## config.mk

```make
export PLATFORM = sky130hd
export DESIGN_NAME = serial_adder
export DESIGN_NICKNAME = d
export VERILOG_FILES = /design/src/rtl/serial_adder.sv
export SDC_FILE = /design/constraint.sdc
export NUM_CORES = 1
export LEC_CHECK = 0
export BUFFER_PORTS_ARGS = -buffer_cell sky130_fd_sc_hd__buf_2
export CAP_MARGIN = 25
export CORE_ASPECT_RATIO = 1.1
export CORE_UTILIZATION = 43
export CTS_BUF_LIST = sky130_fd_sc_hd__clkbuf_4 sky130_fd_sc_hd__clkbuf_8 sky130_fd_sc_hd__clkbuf_16
export CTS_CLUSTER_SIZE = 10
export DETAILED_ROUTE_END_ITERATION = 10
export SLEW_MARGIN = 20
export SYNTH_ARGS = -nofsm -noshare
export SYNTH_HDL_FRONTEND = slang
export SYNTH_SLANG_ARGS = --single-unit
export TNS_END_PERCENT = 50
```

## constraint.sdc

```tcl
create_clock -name clk -period 2.9 [get_ports clk]
set_input_delay 0.145 -clock clk [delete_from_list [all_inputs] [get_ports clk]]
set_output_delay 0.145 -clock clk [all_outputs]
set_load 0.1 [all_outputs]
```

## src/rtl/serial_adder.sv

```systemverilog
// serial_adder: bit-serial ripple adder, one sum bit per clock, LSB first.
// Defining SERIAL_ADDER_SUB_EN adds a 'sub' input that turns the operation into a - b.
module serial_adder #(
   parameter int WIDTH = 8
) (
   input  logic             clk,
   input  logic             rst_n,
   input  logic             start,
   input  logic [WIDTH-1:0] a,
   input  logic [WIDTH-1:0] b,
   input  logic             cin,
`ifdef SERIAL_ADDER_SUB_EN
   input  logic             sub,
`endif
   output logic             busy,
   output logic             done,
   output logic [WIDTH-1:0] sum,
   output logic             cout,
   output logic             bit_out,
   output logic             bit_valid
);

   localparam int CW = $clog2(WIDTH + 1);
   localparam logic [CW-1:0] LAST_BIT = CW'(WIDTH - 1);

   typedef enum logic [1:0] {
      S_IDLE  = 2'd0,
      S_SHIFT = 2'd1,
      S_DONE  = 2'd2
   } state_t;

   state_t           r_state;
   state_t           w_state_nxt;
   logic [WIDTH-1:0] r_a;
   logic [WIDTH-1:0] r_b;
   logic             r_c;
   logic [CW-1:0]    r_cnt;
   logic [WIDTH-1:0] r_part;
   logic [WIDTH-1:0] r_sum;
   logic             r_cout;

   logic             w_load;
   logic             w_last;
   logic             w_s;
   logic             w_co;
   logic [WIDTH:0]   w_part_ext;
   logic [WIDTH-1:0] w_part_nxt;
   logic [WIDTH-1:0] w_b_load;
   logic             w_c_load;

   // Subtraction is a + ~b + 1, so only the loaded B and carry change.
`ifdef SERIAL_ADDER_SUB_EN
   assign w_b_load = sub ? ~b : b;
   assign w_c_load = sub ? 1'b1 : cin;
`else
   assign w_b_load = b;
   assign w_c_load = cin;
`endif

   assign w_s        = r_a[0] ^ r_b[0] ^ r_c;
   assign w_co       = (r_a[0] & r_b[0]) | (r_a[0] & r_c) | (r_b[0] & r_c);
   assign w_part_ext = {w_s, r_part};
   assign w_part_nxt = w_part_ext[WIDTH:1];
   assign w_last     = (r_cnt == LAST_BIT);

   // Next-state and start-acceptance decode.
   always_comb begin
      w_state_nxt = r_state;
      w_load      = 1'b0;
      case (r_state)
         S_IDLE: begin
            if (start) begin
               w_load      = 1'b1;
               w_state_nxt = S_SHIFT;
            end else begin
               w_state_nxt = S_IDLE;
            end
         end
         S_SHIFT: begin
            if (w_last) begin
               w_state_nxt = S_DONE;
            end else begin
               w_state_nxt = S_SHIFT;
            end
         end
         S_DONE: begin
            if (start) begin
               w_load      = 1'b1;
               w_state_nxt = S_SHIFT;
            end else begin
               w_state_nxt = S_IDLE;
            end
         end
         default: begin
            w_state_nxt = S_IDLE;
            w_load      = 1'b0;
         end
      endcase
   end

   // State, operand shifters, counter and result registers.
   always_ff @(posedge clk or negedge rst_n) begin
      if (!rst_n) begin
         r_state <= S_IDLE;
         r_a     <= '0;
         r_b     <= '0;
         r_c     <= 1'b0;
         r_cnt   <= '0;
         r_part  <= '0;
         r_sum   <= '0;
         r_cout  <= 1'b0;
      end else begin
         r_state <= w_state_nxt;
         if (w_load) begin
            r_a   <= a;
            r_b   <= w_b_load;
            r_c   <= w_c_load;
            r_cnt <= '0;
         end else if (r_state == S_SHIFT) begin
            r_a    <= r_a >> 1;
            r_b    <= r_b >> 1;
            r_c    <= w_co;
            r_part <= w_part_nxt;
            r_cnt  <= r_cnt + CW'(1);
            if (w_last) begin
               r_sum  <= w_part_nxt;
               r_cout <= w_co;
            end
         end
      end
   end

   // bit_out is gated so it reads 0 outside SHIFT, including during reset.
   assign busy      = (r_state == S_SHIFT);
   assign bit_valid = (r_state == S_SHIFT);
   assign done      = (r_state == S_DONE);
   assign bit_out   = (r_state == S_SHIFT) ? w_s : 1'b0;
   assign sum       = r_sum;
   assign cout      = r_cout;

endmodule

```

==> tab_implementation.tex <==
\begin{tabular}{lr}
\hline
Metric & Value \\
\hline
\multicolumn{2}{l}{\textbf{Layout}} \\
\quad Count of non-filler cells in the finished layout & 244 \\
\quad Final net count & 216 \\
\quad Fraction of layout cells with a size suffix above 1 & 27.32\% \\
\quad Filler Cell Count & 350 \\
\quad Synthesis-to-finish area growth & 17.87\% \\
\quad Number of antenna cells inserted & 0 \\
\multicolumn{2}{l}{\textbf{Setup path}} \\
\quad Sequence of cells on the critical path & nand2b\_1, buf\_4, inv\_1, and2\_1, buf\_2 \\
\quad Timing endpoint of the critical path & bit\_out \\
\quad Worst setup path startpoint & r\_state[1] \\
\quad Sort of element at the end of the critical path & primary output \\
\quad Startpoint class of the critical path & flop \\
\quad Reg2Reg Launch Point & r\_state[1] \\
\quad Reg2reg end & sum[4] \\
\quad Slowest stage cell on the critical path & buf\_2 \\
\quad Maximum fanout encountered on the critical timing path & 25 \\
\quad Worst EP arrival & 1.80 ns \\
\quad Delay of the slowest critical-path stage & 0.43 ns \\
\quad Req. time, crit path & 2.76 ns \\
\quad Worst Reg2Reg Path Length in Cells & 4 \\
\quad Start-to-end type of the worst setup path & reg2out \\
\quad R2R Setup Slk & 1.21 ns \\
\multicolumn{2}{l}{\textbf{STA}} \\
\quad Number of max-slew violations in the final report & 0 \\
\quad Setup-violating endpoint count in the final report & 0 \\
\quad Clock skew & 0.005713 ns \\
\quad Total negative setup slack & 0 ns \\
\quad Setup repair after global routing missed its margin & false \\
\quad Slew Limit Headroom & 44.73\% \\
\quad Fmax achieved & 0.5141 GHz \\
\quad Actual transition at the worst max-transition pin & 0.8291 ns \\
\quad Worst-case hold slack & 0.08699 ns \\
\quad Count of endpoints failing hold in the final timing report & 0 \\
\quad Final period utilization & 67.08\% \\
\quad Final period demand of the worst path & 1.945 ns \\
\multicolumn{2}{l}{\textbf{Detailed routing}} \\
\quad Remaining DRCs & 0 \\
\quad Initial DRC count & 58 \\
\quad Wirelength per Cell & 12.60 um \\
\quad Vias & 1222 \\
\quad Iteration count of the initial detailed-routing pass & 4 \\
\quad Post-detailed-routing wire length & 3074 um \\
\quad Detail Route Antenna Nets & 0 \\
\quad Vias per std cell & 5.008 \\
\multicolumn{2}{l}{\textbf{Placement}} \\
\quad Gp weighted congestion & 0.7533 \\
\quad PortBufs & 32 \\
\quad Placed Cells incl. Taps & 235 \\
\quad DPL Wire Length & 2018 um \\
\multicolumn{2}{l}{\textbf{Floorplanning}} \\
\quad Number of cell rows & 23 \\
\quad Die Y-Extent & 67.03 um \\
\quad Initial Utilization & 45.22\% \\
\quad Core footprint & 0.003655 mm\^{}2 \\
\quad Total die area & 0.004096 mm\^{}2 \\
\quad Die width & 61.12 um \\
\quad Ports & 33 \\
\multicolumn{2}{l}{\textbf{Clock network}} \\
\quad Clock H-tree levels & 2 \\
\quad Clock Tree Buf Depth & 2 \\
\quad Clock sink total & 39 \\
\quad Register clock-pin slew on the reported worst setup and hold paths & 0.07 ns \\
\quad Root Driver & clkbuf\_8 \\
\quad Clock tree from TritonCTS & built \\
\quad Worst skew pair latency & 0.28 ns \\
\quad CTS Buf Count & 5 \\
\multicolumn{2}{l}{\textbf{Logic synthesis}} \\
\quad Proportion of synthesized chip area in sequential cells & 59.05\% \\
\quad Mapped Cells & 161 \\
\quad Post-Syn Nets & 183 \\
\quad Synthesis Warnings & 0 \\
\quad Summed instance area of the synthesized netlist & 0.001653 mm\^{}2 \\
\quad Flip-flop and latch count after synthesis & 39 \\
\quad Mean cell area of the mapped netlist & 10.27 um\^{}2 \\
\quad Unique cell type count in the Yosys netlist & 26 \\
\multicolumn{2}{l}{\textbf{GRT}} \\
\quad Via count of the first global-routing pass & 1213 \\
\quad Pin count of the biggest net entering global routing & 40 \\
\quad Wire length of the first global-routing pass & 5547 um \\
\quad Initial antenna violation count & 0 \\
\quad Global-route usage over all layers & 18.49\% \\
\quad Overflow left after global routing & 0 \\
\multicolumn{2}{l}{\textbf{Run}} \\
\quad Max-capacitance violation count & 0 \\
\multicolumn{2}{l}{\textbf{Min path}} \\
\quad Worst hold path type & in2reg \\
\multicolumn{2}{l}{\textbf{Outcome}} \\
\quad Outcome & complete, no violations \\
\hline
\end{tabular}
flip-flops by register name, indices dropped and copies added (netlist names):
register / count
cout: 1
r_state: 2
r_part: 7
r_c: 1
r_b: 8
sum: 8
r_cnt: 4
r_a: 8
metrics by stage:
| stage | utilization (%) | setup slack [ns] | area [um^2] |
|---|---|---|---|
| 3_3_place_gp | 50.33 | 1.225 | 1839 |
| 3_5_place_dp | 50.33 | 1.202 | 1839 |
| 5_1_grt | 53.30 | 0.8178 | 1948 |
| 6_report | 53.30 | 0.9547 | 1948 |
| 2_1_floorplan | - | 0.9826 | 1653 |
| 4_1_cts | 53.00 | 0.9369 | 1937 |
critical path: cells and delay by family, from the launching register on:
family / cells / cell delay (ns)
simple gates: 2 / 0.30
flops: 1 / 0.37
buf+inv: 3 / 0.84
worst min-delay path by stage:
stage / from / to / slack [ns] / cells past startpoint
finish: b[7] / r_b[7] / 0.09 / 2
global route: b[7] / r_b[7] / 0.09 / 2
CTS: b[7] / r_b[7] / 0.08 / 2
detailed placement: rst_n / sum[1] / 0.30 / 1
global placement: rst_n / sum[1] / 0.30 / 1
floorplan: rst_n / cout / -0.15 / 0
cell usage in the layout (no fill, tap or decap), types with 6 or more instances in the layout:
| cell | count |
|---|---|
| nand2_1 | 52 |
| dfrtp_1 | 39 |
| buf_2 | 32 |
| nor2_1 | 15 |
| a31oi_1 | 13 |
| mux2_2 | 10 |
| clkbuf_8 | 6 |
cell usage after synthesis:
library cell	n	area share [%]
nor2b_1	1	0.38
buf_4	1	0.45
nand2_1	52	12
a21oi_1	1	0.30
ha_1	1	0.76
a22oi_1	2	0.91
fa_1	1	1.2
o21ai_0	1	0.30
nand3_1	2	0.61
nand4_1	1	0.38
nor2_1	15	3.4
buf_2	2	0.61
nor3_4	1	0.98
xnor2_1	1	0.53
and2_1	1	0.38
buf_6	1	0.68
clkbuf_1	6	1.4
and2b_1	1	0.45
a22o_1	2	1.1
mux2i_1	2	1.2
a31oi_1	13	4.9
inv_1	1	0.23
nand2b_1	2	0.76
dfrtp_1	39	59
mux2_2	10	6.8
a21o_1	1	0.45
logic make-up after synthesis:
family / synth area share [%]
multiplexers: 8.024
AO/OA/AOI/OAI: 7.948
XOR/XNOR: 0.5300
flip-flops: 59.05
buffers and inverters: 3.331
AND/OR/NAND/NOR: 19.15
adder cells (fa/ha/maj): 1.968
routing by layer:
layer	GRT usage, %	up-vias	part of all wire, %
met5	0	-	0
met2	27.58	29	46
met4	7.670	0	1.7
met3	5.437	5	4.0
met1	24.69	591	48
li1	-	597	-
what timing repair did:
item / in CTS / in global routing
hold buffers: 1 / 0
endpoints found under the hold margin: 33 / 0
resized for setup: 0 / 0
setup buffers: 0 / 0
cell type report:
type | instances | area, um^2 | share of cell area, %
clock buffers | 6 | 82.58 | 4.239
clock inverters | 1 | 5.005 | 0.2569
multi-input cells | 111 | 621.8 | 31.92
well taps | 50 | 62.56 | 3.211
flip-flops and latches | 39 | 975.9 | 50.10
inverters | 1 | 3.754 | 0.1927
repair buffers | 36 | 196.4 | 10.08
Power is not shown: default switching activity piles up to over one toggle a cycle in this logic, so the estimate is an artifact.
